==> src/rtl/mips_stage_pc_fetch.sv <==
`default_nettype none
// +----------------------------------------------------------------------+
// | mips_stage_pc_fetch                                                  |
// | Fetch stage: owns the PC, issues one-outstanding imem requests, has  |
// | a one-entry hold buffer for stalls and applies branch/jump redirects.|
// | Revision: 1.0                                                        |
// +----------------------------------------------------------------------+
module mips_stage_pc_fetch #(
  parameter bit          DELAYED    = 1'b1,
  parameter logic [31:0] RESET_ADDR = 32'h0000_0000,
  parameter logic [31:0] NOP        = 32'h0000_0000
) (
  input  logic        clock,
  input  logic        reset,
  input  logic        stall,
  input  logic        redirectValid,
  input  logic [31:0] redirectAddr,
  output logic        imemReqValid,
  output logic [31:0] imemReqAddr,
  input  logic        imemReqReady,
  input  logic        imemRespValid,
  input  logic [31:0] imemRespData,
  output logic        outValid,
  output logic [31:0] outInstruction,
  output logic [31:0] outPcAddr
);

  localparam logic [1:0] ST_BOOT = 2'd0;
  localparam logic [1:0] ST_REQ  = 2'd1;
  localparam logic [1:0] ST_WAIT = 2'd2;
  localparam logic [1:0] ST_FULL = 2'd3;

  logic [1:0]  state_q, state_d;
  logic [31:0] pc_q, pc_d;
  logic [31:0] inflight_q, inflight_d;
  logic        hold_valid_q, hold_valid_d;
  logic [31:0] hold_instr_q, hold_instr_d;
  logic [31:0] hold_pc_q, hold_pc_d;
  logic        squash_q, squash_d;
  logic        out_valid_q, out_valid_d;
  logic [31:0] out_instr_q, out_instr_d;
  logic [31:0] out_pc_q, out_pc_d;

  logic        redirect_kill;
  logic [31:0] redirect_pc;

  // Without a delay slot, a redirect kills whatever is in flight or held.
  assign redirect_kill = !DELAYED && redirectValid;
  assign redirect_pc   = redirectAddr & 32'hFFFF_FFFC;

  always_ff @(posedge clock or posedge reset) begin
    if (reset) begin
      state_q      <= ST_BOOT;
      pc_q         <= RESET_ADDR;
      inflight_q   <= '0;
      hold_valid_q <= 1'b0;
      hold_instr_q <= NOP;
      hold_pc_q    <= '0;
      squash_q     <= 1'b0;
      out_valid_q  <= 1'b0;
      out_instr_q  <= NOP;
      out_pc_q     <= '0;
    end else begin
      state_q      <= state_d;
      pc_q         <= pc_d;
      inflight_q   <= inflight_d;
      hold_valid_q <= hold_valid_d;
      hold_instr_q <= hold_instr_d;
      hold_pc_q    <= hold_pc_d;
      squash_q     <= squash_d;
      out_valid_q  <= out_valid_d;
      out_instr_q  <= out_instr_d;
      out_pc_q     <= out_pc_d;
    end
  end

  always_comb begin
    state_d      = state_q;
    pc_d         = pc_q;
    inflight_d   = inflight_q;
    hold_valid_d = hold_valid_q;
    hold_instr_d = hold_instr_q;
    hold_pc_d    = hold_pc_q;
    squash_d     = squash_q;
    out_valid_d  = out_valid_q;
    out_instr_d  = out_instr_q;
    out_pc_d     = out_pc_q;

    if (!stall) begin
      out_valid_d = 1'b0;
      out_instr_d = NOP;
      out_pc_d    = '0;
    end

    case (state_q)
      ST_BOOT: state_d = ST_REQ;
      ST_REQ: begin
        if (imemReqReady) begin
          inflight_d = pc_q;
          pc_d       = pc_q + 32'd4;
          squash_d   = redirect_kill;
          state_d    = ST_WAIT;
        end
      end
      ST_WAIT: begin
        if (imemRespValid) begin
          state_d = ST_REQ;
          // A kill landing with the response drops it directly rather than
          // arming the flag against the next fetch.
          if (squash_q || redirect_kill) begin
            squash_d = 1'b0;
          end else if (!stall && !hold_valid_q) begin
            out_valid_d = 1'b1;
            out_instr_d = imemRespData;
            out_pc_d    = inflight_q;
          end else begin
            hold_valid_d = 1'b1;
            hold_instr_d = imemRespData;
            hold_pc_d    = inflight_q;
            state_d      = ST_FULL;
          end
        end else if (redirect_kill) begin
          squash_d = 1'b1;
        end
      end
      ST_FULL: begin
        if (redirect_kill || !stall) begin
          state_d      = ST_REQ;
          hold_valid_d = 1'b0;
          if (!redirect_kill) begin
            out_valid_d = 1'b1;
            out_instr_d = hold_instr_q;
            out_pc_d    = hold_pc_q;
          end
        end
      end
      default: state_d = ST_BOOT;
    endcase

    if (redirectValid) begin
      pc_d = redirect_pc;
    end

    if (redirect_kill && !stall) begin
      out_valid_d = 1'b0;
      out_instr_d = NOP;
      out_pc_d    = '0;
    end
  end

  assign imemReqValid   = (state_q == ST_REQ);
  assign imemReqAddr    = pc_q;
  assign outValid       = out_valid_q;
  assign outInstruction = out_instr_q;
  assign outPcAddr      = out_pc_q;

endmodule
`default_nettype wire

==> config.mk <==
export PLATFORM = sky130hd
export DESIGN_NAME = mips_stage_pc_fetch
export DESIGN_NICKNAME = d
export VERILOG_FILES = /design/src/rtl/mips_stage_pc_fetch.sv
export SDC_FILE = /design/constraint.sdc
export NUM_CORES = 1
export LEC_CHECK = 0
export BUFFER_PORTS_ARGS = -buffer_cell sky130_fd_sc_hd__buf_2
export CELL_PAD_IN_SITES_DETAIL_PLACEMENT = 0
export CELL_PAD_IN_SITES_GLOBAL_PLACEMENT = 1
export CORE_ASPECT_RATIO = 1.5
export CORE_MARGIN = 5
export CORE_UTILIZATION = 47
export DETAILED_ROUTE_END_ITERATION = 16
export PLACE_DENSITY_LB_ADDON = 0.1
export SETUP_SLACK_MARGIN = 0.2
export SLEW_MARGIN = 20
export SYNTH_ARGS = -nofsm -noshare
export SYNTH_HDL_FRONTEND = slang
export SYNTH_SLANG_ARGS = --single-unit
==> constraint.sdc <==
create_clock -name clock -period 15.9 [get_ports clock]
set_clock_uncertainty 0.1 [all_clocks]
set_input_delay 1.59 -clock clock [delete_from_list [all_inputs] [get_ports clock]]
set_output_delay 1.59 -clock clock [all_outputs]
set_load 0.02 [all_outputs]
==> results.json, run 1 <==
{
  "hold_start": "hold_instr_q[2]",
  "clock_tree.buffer_depth": 2,
  "grt_use_total_pct": 19.1,
  "place_hpwl_mm": 12.4,
  "hp-class": "flip-flop to flip-flop",
  "worst_setup_path_start_kind": "input port",
  "num_vias": 5586,
  "cts_tree": "yes",
  "finalSetupViolations": 0,
  "clock_latency_ns": 0.43,
  "top_layer": "met4",
  "cp_slowest_cell": "buf_4",
  "antenna_left": 0,
  "grt_pass1_wl_mm": 30.2,
  "dr.pass1.iters": 5,
  "routed_wirelength_mm": 18.5,
  "core-area_um2": 16800,
  "r2r_cells": 7,
  "hold_path_depth": 2,
  "nets": 876,
  "drive_gt1_share_pct": 38.1,
  "rsz0062_at_grt": "no",
  "die_y_um": 171,
  "required_ns": 16.11,
  "wl_met2_mm": 9.38,
  "yosysTopAreaCell": "dfrtp_1",
  "io_pins": 168,
  "final_common_cell": "dfrtp_1",
  "maxCapViolations": 0,
  "wl_met3_um": 961,
  "final_cell_mix": "dfrtp_1 (190), buf_2 (162), mux2_2 (93)",
  "cellPowerDensity_nw_per_um2": 157,
  "ir_worst_vdd_mv": 0.0656,
  "tightest_slew_ns": 1.03,
  "crit_chain": "buf_4 > nor2b_2 > buf_4 > a222oi_1 > inv_1",
  "synthTopCellsByArea": "dfrtp_1 (59%), mux2_2 (13%), a222oi_1 (4.1%)",
  "synthDistinctLibCells": 39,
  "post_cts_buffers": 0,
  "holdBufCountCts": 0,
  "cts_buffers": 17,
  "finalWeightedCongestion": 0.770,
  "period_share_pct": 19.8,
  "tns_ns": 0,
  "antenna_cells": 0,
  "finalHoldViolations": 0,
  "first_global_vias": 5854,
  "root_buffer": "clkbuf_16",
  "avgRoutedWirePerCell_um": 18.0,
  "rows": 58,
  "worst-setup-path-type": "input port to flip-flop",
  "synth_top_area_share_pct": 58.9,
  "cts_max_level": 4,
  "areaGrowthSynthToFinish_pct": 19.1,
  "status": "complete, no violations",
  "dr.first_iter.drc_count": 520,
  "crit_fanout": 100,
  "synth-seq-area-share_pct": 58.9,
  "syn_area_per_cell_um2": 12.3,
  "design.die.area_um2": 20000,
  "syn_inst": 656,
  "min_period_ns": 3.15,
  "cp_slowest_stage_delay_ns": 0.77,
  "rr_endpoint": "imemReqAddr[31]",
  "slew_headroom_pct": 31.3,
  "met1_length_mm": 7.91,
  "placed_cells": 992,
  "cp_common_cell": "buf_4",
  "gr-total-overflow": 0,
  "initial_utilization_pct": 48.0,
  "rrSetupSlack_ns": 13.30,
  "power.leakage_nw": 4.88,
  "clk_pin_slew_ns": 0.07,
  "min_to": "outInstruction[2]",
  "antenna_found_initial": 0,
  "finalNonFillerCells": 1024,
  "cts.repair.resized": 0,
  "drv_slew": 0,
  "via_per_inst": 5.46,
  "fp.dieW_um": 117,
  "numPortBuffers": 163,
  "crit_path_end_kind": "flip-flop",
  "clock-sinks": 190,
  "grt_max_degree": 115,
  "yosys_warnings": 0,
  "synth-seq-cells": 190,
  "drc": 0,
  "max_freq_ghz": 0.317,
  "syn_area_um2": 8080,
  "arrival_ns": 3.36,
  "r2r_start": "state_q[1]"
}
==> worst max-delay path, delay by kind of cell <==
kind / cells / cell delay [ns]
buffers and inverters: 3 / 1.18
AND/OR/NAND/NOR: 1 / 0.22
AO/OA/AOI/OAI: 1 / 0.35
==> power breakdown <==
part	internal (mW)	total, mW	switching, mW
logic	0.184	0.369	0.185
registers	0.636	0.735	0.0989
clock network	0.215	0.410	0.195
total	1.04	1.51	0.478
==> cells by family after synthesis <==
group           count (synthesis)  share of synthesized area [%]
simple gates                  153                           9.70
compound gates                 99                           10.1
xor+xnor                       29                           3.14
mux                            94                           13.1
other cells                     1                         0.0464
flops                         190                           58.9
buf+inv                        85                           4.27
fa+ha+maj                       5                          0.774
==> cell type report <==
cell class	instances	area, um^2
inverter	39	154
fill	1459	7210
clock buffer	19	453
sequential	190	4750
tap	210	263
timing repair buffer	171	878
clock inverter	13	130
multi-input combinational	382	2990
==> cells in the mapped netlist, drive strengths merged <==
library cell and instances:
and2 10, and3 3, or2 1, xnor2 10, o211ai 2, conb 1
nand2b 1, nor2 33, nor4 3, and4 3, dlygate4sd1 1, a221o 29
a222oi 33, inv 39, mux2i 1, clkbuf 33, a211o 1, nor3 2
nor4b 2, nor2b 1, xor2 19, nand3 6, nand2 75, ha 5
buf 12, dfrtp 190, a21oi 1, mux2 93, nand4 13, o21ai 33
==> metal layers <==
layer  up-vias  track usage [%]
li1       2618                -
met1      2807             25.1
met2       145             32.4
met3        16             3.57
met4         0             5.14
met5         -                0
==> flip-flops by register name, indices dropped and copies added, names as in the netlist <==
register / count
hold_instr_q: 32
outInstruction: 32
outPcAddr: 32
hold_pc_q: 30
imemReqAddr: 30
inflight_q: 30
state_q: 2
hold_valid_q: 1
outValid: 1
==> how the worst max path moves through the flow <==
stage / slack (ns) / cells past startpoint / from / end
6_report: 12.75 / 5 / stall / outPcAddr[29]
5_1_grt: 12.56 / 5 / stall / outPcAddr[10]
3_3_place_gp: 12.31 / 6 / imemReqReady / imemReqAddr[31]
4_1_cts: 12.73 / 5 / stall / outPcAddr[25]
3_5_place_dp: 12.27 / 5 / stall / outPcAddr[29]
2_1_floorplan: 9.04 / 1 / reset / hold_instr_q[0]
==> stage by stage <==
stage / utilization (%) / hold WS (ns) / power, mW / setup slack, ns / instance area [um^2]
finish: 57.2 / 0.390 / 1.51 / 12.75 / 9620
global route: 57.2 / 0.405 / 1.61 / 12.56 / 9620
CTS: 57.2 / 0.390 / 1.53 / 12.73 / 9620
detailed placement: 53.7 / 0.372 / 1.12 / 12.27 / 9040
global placement: 53.7 / 0.358 / 1.10 / 12.31 / 9040
floorplan: - / 0.354 / 0.998 / 9.04 / 8080
Note: power is estimated with default switching activity, not from simulation.
==> run 2: changes to the inputs <==
Settings changed: CORE_UTILIZATION 47 to 43.
Clock period 15.9 ns to 3.29 ns, I/O delays scaled along.
==> run 2 against run 1 <==
Against the previous run:
- cell count rose by 6.2%
- die area up 8.6%
- design area rose by 3.4%
- count of clock-buffer cells in the layout is 2 lower
- via count is 2.3% higher
- critical path depth rose by 2
- flip-flop and latch count stayed put
- combinational power rose to 4.9 times the previous value
- register-to-register slack worse by 12 ns
- utilization down 3.5 points
- critical path type is now flip-flop to flip-flop
- critical endpoint is now imemReqAddr[30]
==> results.json, run 2 (synthesis results as in run 1) <==
{
  "areaGrowthSynthToFinish_pct": 23.2,
  "grt_pass1_wl_mm": 31.1,
  "antenna_found_initial": 0,
  "seqPwrFrac_pct": 47.3,
  "drc": 0,
  "internal_power_mw": 5.27,
  "final_common_cell": "dfrtp_1",
  "cts_max_level": 4,
  "cellPowerDensity_nw_per_um2": 756,
  "worst_slack_ns": 0.884,
  "design.die.area_um2": 21700,
  "placed_cells": 1037,
  "finalNonFillerCells": 1087,
  "core-area_um2": 18500,
  "io_pins": 168,
  "p_sw_mw": 2.26,
  "routed_wirelength_mm": 19.0,
  "crit_path_end_kind": "flip-flop",
  "nets": 897,
  "cts_tree": "yes",
  "finalPower_mw": 7.53,
  "die_y_um": 178,
  "num_vias": 5716,
  "required_ns": 3.48,
  "clock-sinks": 190,
  "tightest_slew_ns": 0.967,
  "root_buffer": "clkbuf_16",
  "finalSetupViolations": 0,
  "dr.pass1.iters": 8,
  "rows": 61,
  "crit_fanout": 9,
  "numPortBuffers": 163,
  "tns_ns": 0,
  "antenna_left": 0,
  "fill_cells": 1693,
  "cp_slowest_stage_delay_ns": 0.67,
  "power.leakage_nw": 5.01,
  "via_per_inst": 5.26,
  "hp-class": "input port to flip-flop",
  "place_hpwl_mm": 12.9,
  "period_share_pct": 73.1,
  "first_global_vias": 5964,
  "p_comb_share_pct": 24.2,
  "cp_slowest_cell": "nor4_4",
  "gr-total-overflow": 0,
  "grt_use_total_pct": 18.2,
  "worst_setup_path_start_kind": "flip-flop",
  "clk_pin_slew_ns": 0.07,
  "grt_max_degree": 103,
  "max_freq_ghz": 0.416,
  "finalWeightedCongestion": 0.785,
  "utilization_pct": 53.7,
  "drv_slew": 0,
  "worst-setup-path-type": "flip-flop to flip-flop",
  "drive_gt1_share_pct": 37.5,
  "place_area_um2": 9150,
  "min_period_ns": 2.41,
  "maxCapViolations": 0,
  "fin_hold_ws_ns": 0.0178,
  "fin_area_um2": 9950,
  "status": "complete, no violations",
  "clockPowerShare_pct": 28.5,
  "final_cell_mix": "dfrtp_1 (190), buf_2 (162), mux2_2 (93)",
  "rsz0062_at_grt": "no",
  "arrival_ns": 2.59,
  "antenna_cells": 0,
  "clock_tree.buffer_depth": 2,
  "avgRoutedWirePerCell_um": 17.4,
  "place_ws_ns": 0.845,
  "dr.first_iter.drc_count": 494,
  "post_cts_buffers": 0,
  "sw_frac_of_total_pct": 30.0,
  "finalHoldViolations": 0,
  "fp.dieW_um": 122,
  "initial_utilization_pct": 43.6,
  "crit_chain": "inv_1 > ha_1 > nand4_4 > nor4_4 > nor4b_4 > xnor2_1 > o21ai_2",
  "slew_headroom_pct": 35.4,
  "cts_buffers": 17,
  "clock_latency_ns": 0.42,
  "ir_worst_vdd_mv": 0.283
}
==> run 2: cell count changes in the layout (fill, tap and decap cells not counted), moves of 2 or more <==
cell	previous run	this run
clkinv_4	5	2
clkinv_8	2	0
bufinv_16	0	4
clkbuf_8	2	0
buf_12	0	3
inv_8	3	0
clkinv_2	0	6
dlygate4sd3_1	0	18
==> run 2: what timing repair did <==
item / in CTS / in global routing
gates resized for setup: 0 / 0
hold buffers: 18 / 0
hold endpoints to repair: 78 / 0
==> run 2: per-layer routing <==
layer / part of all wire [%] / track usage (%) / vias up / routed length (um)
li1: - / - / 2664 / -
met1: 42 / 22.7 / 2893 / 7960
met2: 52 / 31.9 / 141 / 9920
met3: 4.6 / 3.51 / 18 / 865
met4: 1.1 / 5.28 / 0 / 199
met5: 0 / 0 / - / 0
==> run 2: worst paths after layout <==
| kind | from | end | slack [ns] | cells past startpoint |
|---|---|---|---|---|
| max in group asynchronous | reset | outPcAddr[16] | 2.11 | 4 |
| min in group asynchronous | reset | outInstruction[25] | 0.51 | 4 |
| min reg2reg | hold_pc_q[31] | outPcAddr[31] | 0.39 | 2 |
| max | state_q[1] | imemReqAddr[30] | 0.88 | 7 |
| max reg2reg | state_q[1] | imemReqAddr[30] | 0.88 | 7 |
| min | redirectAddr[10] | imemReqAddr[10] | 0.02 | 3 |
==> run 2: cell type report <==
class	count	area (um^2)	share of cell area, %
flip-flops and latches	190	4750	47.8
multi-input cells	382	3000	30.1
clock inverters	15	193	1.94
clock buffers	17	425	4.27
inverters	39	150	1.51
repair buffers	192	1120	11.2
well taps	252	315	3.17
==> run 2: worst max-delay path: cells and delay by family (launching register included) <==
| kind | cells | cell delay, ns |
|---|---|---|
| AOI/OAI and AO/OA | 1 | 0.06 |
| xor gates and xnor gates | 1 | 0.17 |
| adders and majority gates | 1 | 0.26 |
| buffers and inverters | 1 | 0.09 |
| DFF | 1 | 0.41 |
| and+or+nand+nor | 3 | 1.18 |
==> run 2: power by group through the flow <==
stage	clock network, mW	logic, mW	registers, mW
6_report	2.15	1.82	3.56
2_1_floorplan	0	1.13	3.69
5_1_grt	2.30	2.00	3.66
3_5_place_dp	0	1.83	3.61
4_1_cts	2.21	1.85	3.56
3_3_place_gp	0	1.76	3.55
==> run 3: changes to the inputs <==
Settings changed: ABC_AREA from default to 1, CORE_UTILIZATION 43 to 41.
Clock period 3.29 ns to 2.4 ns, I/O delays scaled along.
==> run 3 against run 2 <==
Against the previous run:
- register-to-register slack worse by 0.39 ns
- combinational power rose by 62%
- design area up 11%
- sequential share of layout area decreased by 4.7 points
- cell count up 39%
- first-iteration DRC count fell by 7.7%
- sequential power rose by 37%
- global-route usage grew 1.3 points
- critical path type unchanged
- utilization fell by 1.0 points
==> results.json, run 3 <==
{
  "status": "complete, no violations",
  "tightest_slew_ns": 0.505,
  "yosys-top-cells-count": "nand2_1 (290), dfrtp_1 (190), inv_1 (124)",
  "syn_area_um2": 8680,
  "initial_utilization_pct": 41.4,
  "fin_hold_ws_ns": 0.0198,
  "place_ws_ns": 0.489,
  "synthDistinctLibCells": 29,
  "clock_latency_ns": 0.43,
  "min_period_ns": 1.90,
  "worst_slack_ns": 0.498,
  "power.leakage_nw": 5.51,
  "antenna_found_initial": 0,
  "via_per_inst": 4.81,
  "clock_tree.buffer_depth": 2,
  "post_cts_buffers": 0,
  "async_reset_ff_share_pct": 100,
  "max_freq_ghz": 0.526,
  "yosysTopAreaCell": "dfrtp_1",
  "yosys_warnings": 0,
  "rsz0062_at_grt": "no",
  "finalPower_mw": 11.0,
  "slew_headroom_pct": 66.4,
  "r2r_start": "state_q[1]",
  "cellPowerDensity_nw_per_um2": 1000,
  "dr.pass1.iters": 5,
  "ys_dominant_reg_cell": "dfrtp_1",
  "routed_wirelength_mm": 22.7,
  "numPortBuffers": 163,
  "avgRoutedWirePerCell_um": 15.0,
  "worst-setup-path-type": "flip-flop to flip-flop",
  "fill_cells": 2028,
  "finalHoldViolations": 0,
  "cts_max_level": 4,
  "crit_fanout": 23,
  "antenna_cells": 0,
  "dr.first_iter.drc_count": 456,
  "clock-sinks": 190,
  "clk_pin_slew_ns": 0.07,
  "first_global_vias": 7537,
  "worst_setup_path_start_kind": "flip-flop",
  "grt_pass1_wl_mm": 38.2,
  "hold_start": "redirectAddr[22]",
  "rows": 65,
  "num_vias": 7287,
  "die_y_um": 188,
  "cts_buffers": 17,
  "drv_slew": 0,
  "fin_area_um2": 11000,
  "crit_path_end_kind": "flip-flop",
  "core-area_um2": 21000,
  "grt_max_degree": 91,
  "grt_use_total_pct": 19.5,
  "synth.most_common_cell": "nand2_1",
  "syn_area_per_cell_um2": 8.40,
  "nets": 1310,
  "fp.dieW_um": 129,
  "antenna_left": 0,
  "synth-seq-area-share_pct": 54.8,
  "synthTopCellsByArea": "dfrtp_1 (55%), nand2_1 (13%), nand3_1 (6.5%)",
  "regArea_um2": 4750,
  "gr-total-overflow": 0,
  "cts_tree": "yes",
  "drc": 0,
  "ir_worst_vdd_mv": 0.534,
  "finalWeightedCongestion": 0.817,
  "maxCapViolations": 0,
  "syn_inst": 1033,
  "final_cell_mix": "nand2_1 (289), dfrtp_1 (190), buf_2 (163)",
  "synth_edf_count": 0,
  "synth_top_area_share_pct": 54.8,
  "arrival_ns": 2.15,
  "place_area_um2": 9800,
  "hp-class": "input port to flip-flop",
  "period_share_pct": 79.2,
  "final_common_cell": "nand2_1",
  "multiInputGateArea_um2": 3220,
  "root_buffer": "clkbuf_16",
  "cts.repair.resized": 0,
  "drive_gt1_share_pct": 18.8,
  "synth-seq-cells": 190,
  "tns_ns": 0,
  "areaGrowthSynthToFinish_pct": 27.3,
  "finalSetupViolations": 0,
  "required_ns": 2.65,
  "place_hpwl_mm": 15.3,
  "design.die.area_um2": 24200,
  "io_pins": 168,
  "startpoint": "state_q[1]"
}
-- run 3: kinds of logic (layout without fill, tap and decap cells) --
group | count (synthesis) | in the layout | share of synthesized area (%)
multiplexers | 1 | 1 | 0.115
other | 1 | 2 | 0.0432
XOR/XNOR | 4 | 4 | 0.404
adder cells (fa/ha/maj) | 5 | 5 | 0.721
AND/OR/NAND/NOR | 459 | 459 | 22.5
buffers and inverters | 181 | 395 | 8.36
AO/OA/AOI/OAI | 192 | 192 | 13.0
flip-flops | 190 | 190 | 54.8
-- run 3: critical path, cell delays in order, from the launching register on --
cell      delay, ns
dfrtp_1        0.40
inv_1          0.10
ha_1           0.20
nand2_2        0.10
inv_1          0.19
nand2_1        0.16
inv_1          0.08
buf_4          0.28
nand3_1        0.12
o211ai_1       0.09
-- run 3: routing by layer --
metal  vias to the layer above  routed length, um  GRT usage [%]
met5                         -                  0              0
met2                       167              11100           33.2
met3                        20               1010           3.83
li1                       3740                  -              -
met1                      3360              10200           25.2
met4                         0                370           5.66
-- run 3: per-stage QoR --
step | std cells | utilization [%]
floorplan | 1034 | -
global placement | 1427 | 46.7
detailed placement | 1427 | 46.7
CTS | 1516 | 52.6
global route | 1516 | 52.6
finish | 1516 | 52.6
-- run 3: what timing repair did --
item | in CTS | in global routing
endpoints found under the hold margin | 99 | 0
setup endpoints to repair | 0 | 0
hold buffers | 57 | 0
-- run 3: cell type report --
| cell class | instances | area share (%) |
|---|---|---|
| clock buffer | 21 | 4.26 |
| clock inverter | 11 | 1.84 |
| inverter | 127 | 4.35 |
| multi-input combinational | 663 | 29.2 |
| sequential | 190 | 43.0 |
| tap | 268 | 3.04 |
| timing repair buffer | 236 | 14.3 |
-- run 3: final timing paths --
| path | cells after the start | slack, ns | end |
|---|---|---|---|
| worst max-delay path | 9 | 0.50 | imemReqAddr[9] |
| worst min-delay path | 5 | 0.02 | imemReqAddr[22] |
| worst max register to register | 9 | 0.50 | imemReqAddr[9] |
| worst min register to register | 2 | 0.36 | outPcAddr[1] |
| max in group asynchronous | 4 | 1.24 | hold_instr_q[23] |
| min in group asynchronous | 3 | 0.21 | outPcAddr[5] |
-- run 3: where the power goes --
part / leakage [nW] / internal [mW] / switching, mW
combinational: 2.70 / 1.05 / 1.91
clock: 0.328 / 1.95 / 1.25
sequential: 2.47 / 4.24 / 0.647
total: 5.51 / 7.24 / 3.80
